--- config.mk ---
export PLATFORM = sky130hd
export DESIGN_NAME = plot_fifo_clip
export DESIGN_NICKNAME = d
export VERILOG_FILES = /design/src/rtl/plot_fifo_clip.sv
export SDC_FILE = /design/constraint.sdc
export NUM_CORES = 1
export LEC_CHECK = 0
export CAP_MARGIN = 20
export CELL_PAD_IN_SITES_DETAIL_PLACEMENT = 1
export CELL_PAD_IN_SITES_GLOBAL_PLACEMENT = 2
export CORE_MARGIN = 8
export CORE_UTILIZATION = 44
export DETAILED_ROUTE_END_ITERATION = 8
export PLACE_DENSITY_LB_ADDON = 0.1
export SLEW_MARGIN = 25
export SYNTH_ARGS = -nofsm -noshare
export SYNTH_HDL_FRONTEND = slang
export SYNTH_SLANG_ARGS = --single-unit
--- constraint.sdc ---
create_clock -name clk -period 9.7 [get_ports clk]
set_input_delay 0.97 -clock clk [delete_from_list [all_inputs] [get_ports clk]]
set_output_delay 0.97 -clock clk [all_outputs]
set_load 0.01 [all_outputs]
--- src/rtl/plot_fifo_clip.sv ---
// Pixel clip stage: drops off-screen plots, converts in-range pixels to linear
// framebuffer addresses and buffers them in a show-ahead FIFO for a stallable write port.
module plot_fifo_clip #(
  parameter int DEPTH    = 8,
  parameter int SCREEN_W = 160,
  parameter int SCREEN_H = 120
) (
  input  logic                     clk,
  input  logic                     rst,
  input  logic [7:0]               in_x,
  input  logic [6:0]               in_y,
  input  logic [2:0]               in_colour,
  input  logic                     in_plot,
  output logic                     in_ready,
  output logic [14:0]              fb_addr,
  output logic [2:0]               fb_data,
  output logic                     fb_we,
  input  logic                     fb_ready,
  output logic [$clog2(DEPTH):0]   occupancy,
  output logic [15:0]              clip_count,
  output logic                     overflow,
  input  logic                     clear_stats
);

  localparam int AW = $clog2(DEPTH);
  localparam int OW = AW + 1;
  localparam logic [OW-1:0] FULL_C  = OW'(DEPTH);
  localparam logic [OW-1:0] EMPTY_C = {OW{1'b0}};
  localparam logic [8:0]    W_LIM_C = 9'(SCREEN_W);
  localparam logic [7:0]    H_LIM_C = 8'(SCREEN_H);

  logic [14:0]   addr_mem_r [DEPTH];
  logic [2:0]    col_mem_r  [DEPTH];
  logic [AW-1:0] wr_ptr_r;
  logic [AW-1:0] rd_ptr_r;
  logic [AW-1:0] rd_next_s;
  logic [OW-1:0] occ_r;
  logic [OW-1:0] occ_next_s;
  logic [14:0]   head_addr_r;
  logic [2:0]    head_data_r;
  logic [14:0]   head_addr_next_s;
  logic [2:0]    head_data_next_s;
  logic [14:0]   pix_addr_s;
  logic [15:0]   clip_count_r;
  logic          overflow_r;
  logic          in_range_s;
  logic          full_s;
  logic          pop_s;
  logic          push_s;
  logic          clip_s;
  logic          drop_s;

  // y*160 + x built from shifts so no multiplier is needed
  function automatic logic [14:0] lin_addr(input logic [7:0] x, input logic [6:0] y);
    logic [14:0] y_w;
    y_w = {8'd0, y};
    return (y_w << 7) + (y_w << 5) + {7'd0, x};
  endfunction

  // Classify the incoming plot against screen bounds and FIFO state
  always_comb begin
    in_range_s = ({1'b0, in_x} < W_LIM_C) && ({1'b0, in_y} < H_LIM_C);
    full_s     = (occ_r == FULL_C);
    pop_s      = (occ_r != EMPTY_C) && fb_ready;
    push_s     = in_plot && in_range_s && (!full_s || pop_s);
    clip_s     = in_plot && !in_range_s;
    drop_s     = in_plot && in_range_s && full_s && !pop_s;
    pix_addr_s = lin_addr(in_x, in_y);
  end

  // Next occupancy, read pointer and head entry
  always_comb begin
    occ_next_s = occ_r;
    case ({push_s, pop_s})
      2'b10:   occ_next_s = occ_r + OW'(1);
      2'b01:   occ_next_s = occ_r - OW'(1);
      default: occ_next_s = occ_r;
    endcase
    rd_next_s = pop_s ? (rd_ptr_r + AW'(1)) : rd_ptr_r;
    // The new head is the pixel being written now if it lands in the next read slot
    if (occ_next_s == EMPTY_C) begin
      head_addr_next_s = head_addr_r;
      head_data_next_s = head_data_r;
    end else if (push_s && (rd_next_s == wr_ptr_r)) begin
      head_addr_next_s = pix_addr_s;
      head_data_next_s = in_colour;
    end else begin
      head_addr_next_s = addr_mem_r[rd_next_s];
      head_data_next_s = col_mem_r[rd_next_s];
    end
  end

  // Storage array, left unreset so it maps onto RAM
  always_ff @(posedge clk) begin
    if (push_s && !rst) begin
      addr_mem_r[wr_ptr_r] <= pix_addr_s;
      col_mem_r[wr_ptr_r]  <= in_colour;
    end
  end

  // Pointers, occupancy and registered head
  always_ff @(posedge clk) begin
    if (rst) begin
      wr_ptr_r    <= {AW{1'b0}};
      rd_ptr_r    <= {AW{1'b0}};
      occ_r       <= EMPTY_C;
      head_addr_r <= 15'd0;
      head_data_r <= 3'd0;
    end else begin
      if (push_s) begin
        wr_ptr_r <= wr_ptr_r + AW'(1);
      end
      rd_ptr_r    <= rd_next_s;
      occ_r       <= occ_next_s;
      head_addr_r <= head_addr_next_s;
      head_data_r <= head_data_next_s;
    end
  end

  // Clip counter and sticky overflow; clear beats a same-cycle event
  always_ff @(posedge clk) begin
    if (rst || clear_stats) begin
      clip_count_r <= 16'd0;
      overflow_r   <= 1'b0;
    end else begin
      if (clip_s && (clip_count_r != 16'hFFFF)) begin
        clip_count_r <= clip_count_r + 16'd1;
      end
      if (drop_s) begin
        overflow_r <= 1'b1;
      end
    end
  end

  assign in_ready   = (occ_r != FULL_C);
  assign fb_we      = (occ_r != EMPTY_C);
  assign fb_addr    = head_addr_r;
  assign fb_data    = head_data_r;
  assign occupancy  = occ_r;
  assign clip_count = clip_count_r;
  assign overflow   = overflow_r;

endmodule

==> results.toml <==
[clocking]
post_cts_buffers = 0
cts-root-buf = "clkbuf_16"
holdBufCountCts = 0
cts_tree = "built"
cts_buffers = 17
cts_sinks = 189
cts_buffer_depth = 2
htreeDepth = 4
insertion_delay_ns = 0.43
clk_pin_slew_ns = 0.07
post_cts_resized = 0

[sta]
hold_violations = 0
final.setup_skew_ns = 0.0112
post-route-min-period_ns = 3.92
slew_violations = 0
fmax_ghz = 0.255
setup_viol = 0
fin_crit_sh = 0.404
worst_pin_slew_ns = 0.965
holdWs_ns = 0.476
grt_setup_unrepaired = "no"
tns_ns = 0
relSlewSlack = 0.356

[setup_path]
cp-start-kind = "input pin"
r2r_start = "occupancy[0]"
worstSetupPathType = "in -> reg"
cp_top_family = "simple AND/OR/NAND/NOR gates"
cpMaxStageDelayCell = "nand2_4"
worstSetupEndpointType = "flop"
crit_path_max_fanout = 72
rr_worst_depth = 7
r2r_slack_ns = 5.96
cp.required_ns = 10.08
cp_cell_sequence = "clkdlybuf4s50_1 > o41ai_4 > or3_1 > nand2_4 > nand2_1 > and3_1 > o41ai_1 > a22o_1"
r2r-end = "fb_addr[13]"
cp.arrival_ns = 4.30
cpPeakStageDelay_ns = 0.86
path_buf_inv = 1

[run_status]
status = "complete, no violations"

[logic_synthesis]
ys.flop_type = "edfxtp_1"
synth_xor_area_frac = 0.0293
yosysSeqAreaShare = 0.634
netlist_area_mm2 = 0.00824
synth-async-reset-ratio = 0
synth_warnings = 0
synth_cell_type_count = 61
synth_nets = 686
synth-simple-area-share = 0.123
ys_ff_latch = 189
synth_adder_area_share = 0.0307
synth_top_family_by_area = "simple AND/OR/NAND/NOR gates"
synth_edf_count = 144
synth_compound_area_frac = 0.121
synth_cells = 644
syn_avg_cell_area_um2 = 12.8
muxShareOfSynthArea = 0.0328

[routing]
vias = 5401
drc = 0
vias_per_cell = 5.69
wire_per_inst_um = 22.4
finalWirelength_um = 21300
postRouteAntennaNets = 0
drtIter0Drc = 252
first_pass_iters = 4

[cells_and_area]
n_antenna_cell = 0
drive_gt1_frac = 0.102
area_delta_synth_final_pct = 17.3
nets = 745

[die]
fp.dieH_um = 153
io_pins = 64
die_width_um = 153
die_area_mm2 = 0.0234
start_util = 0.445
coreArea_mm2 = 0.0185
rows = 50

[global_route]
antenna_found_initial = 0
grt_pass1_wl_um = 33300
grt_max_degree = 73
grt_pass1_vias = 5837
grt_usage = 0.183
grt_overflow = 0

[power_and_ir_drop]
p_seq_frac = 0.429
p_comb_frac = 0.273
switching_share = 0.328
p_leak_uw = 0.00325
p_sw_uw = 747
intPower_uw = 1530
clkPwrFrac = 0.298
p_per_area_mw_per_mm2 = 236
ir_drop_uv = 140

[hold_path]
hold_start = "fb_addr[10]"
whs_path_depth = 1
hold_end = "fb_addr[10]"
timing.hold.worst.class = "reg -> reg"

[place]
gp_congestion = 0.788
dp_hpwl_um = 12700
io_buffers = 63

[job]
drv_cap = 0
-- cell usage after synthesis, drive strengths merged (5+ instances only) --
cell type	instances	area, um^2
a211oi	19	143
a21oi	6	30.0
nand4	8	50.1
and3	23	144
o2bb2ai	16	203
and2	17	106
inv	15	56.3
clkbuf	15	56.3
xnor2	12	105
o21ai	8	40.0
xor2	13	114
a32oi	17	149
edfxtp	144	4320
ha	17	213
nor2	47	184
nand3	9	50.1
buf	19	133
mux2i	21	210
nand2	85	327
a31oi	35	219
mux2	5	60.1
dfxtp	45	901
-- cells by family after synthesis --
family / after synthesis
mux: 26
fa+ha+maj: 19
flops: 189
buf+inv: 49
simple gates: 210
compound gates: 125
xor+xnor: 26
-- per-layer routing --
metal | global-route usage | part of all wire | vias up
met5 | 0 | 0 | -
met4 | 0.0490 | 0.010 | 0
met3 | 0.0395 | 0.043 | 15
met2 | 0.318 | 0.49 | 101
met1 | 0.228 | 0.45 | 2748
li1 | - | - | 2537
-- final cells by class --
type	instances	area, um^2
clock buffers	18	450
clock inverters	14	121
fillers	1881	8850
inverters	15	56.3
multi-input cells	406	2810
flip-flops and latches	189	5230
well taps	234	293
repair buffers	74	713
-- metrics by stage --
| step | cells | area [um^2] | utilization | worst slack [ns] | power (uW) |
|---|---|---|---|---|---|
| 2_1_floorplan | 644 | 8240 | - | 5.54 | 1400 |
| 3_3_place_gp | 918 | 9080 | 0.490 | 5.27 | 1590 |
| 3_5_place_dp | 918 | 9080 | 0.490 | 5.32 | 1620 |
| 4_1_cts | 950 | 9650 | 0.521 | 5.66 | 2290 |
| 5_1_grt | 950 | 9670 | 0.522 | 5.51 | 2380 |
| 6_report | 950 | 9670 | 0.522 | 5.78 | 2280 |
-- worst max path at each step --
stage,startpoint,to,cells past startpoint
3_5_place_dp,fb_ready,fb_addr[13],8
6_report,fb_ready,fb_addr[14],8
5_1_grt,fb_ready,fb_addr[13],8
4_1_cts,occupancy[0],fb_addr[13],7
3_3_place_gp,in_x[6],fb_addr[12],10
2_1_floorplan,in_x[6],addr_mem_r[0][0],4
-- worst reg2reg max path, stage by stage, from the launching register on --
cell and delay [ns]:
dfxtp_1 0.45, o41ai_4 0.73, or3_1 0.75, and2_2 0.90, nand2_1 0.12, a32o_1 0.28
o41ai_1 0.27, a22o_1 0.18
-- cells in the final DEF (no fill, tap or decap), types with 3 or more instances in the layout --
cell             instances
xnor2_1                 12
edfxtp_1               144
buf_4                   11
o2bb2ai_2               10
ha_1                    17
clkbuf_16               18
o21ai_0                  6
nand4_1                  8
a21oi_1                  6
nor2b_1                  3
a32oi_1                 17
mux2_2                   4
nand2_1                 84
nor2_1                  46
or3_1                    3
clkdlybuf4s50_1         63
mux2i_1                 21
and3_1                  23
inv_6                    6
o2bb2ai_1                6
nand3_1                  8
dfxtp_1                 45
a211oi_1                19
o21a_1                   3
xor2_1                  13
a31oi_1                 35
and2_1                  16
inv_8                    3
inv_1                   15
-- state kept, by name (all words and copies together) (netlist names) --
signal	flops
rd_ptr_r	3
fb_data	3
col_mem_r	24
clip_count	16
addr_mem_r	120
fb_addr	15
overflow	1
wr_ptr_r	3
occupancy	4
-- power groups by stage --
stage / Combinational, uW / Sequential [uW] / Clock (uW)
after detailed placement: 625 / 992 / 0
final: 621 / 977 / 680
after floorplan: 416 / 986 / 0
after global routing: 675 / 985 / 716
after global placement: 604 / 991 / 0
after CTS: 629 / 975 / 690
No activity file was read; power rests on OpenSTA's default activity.
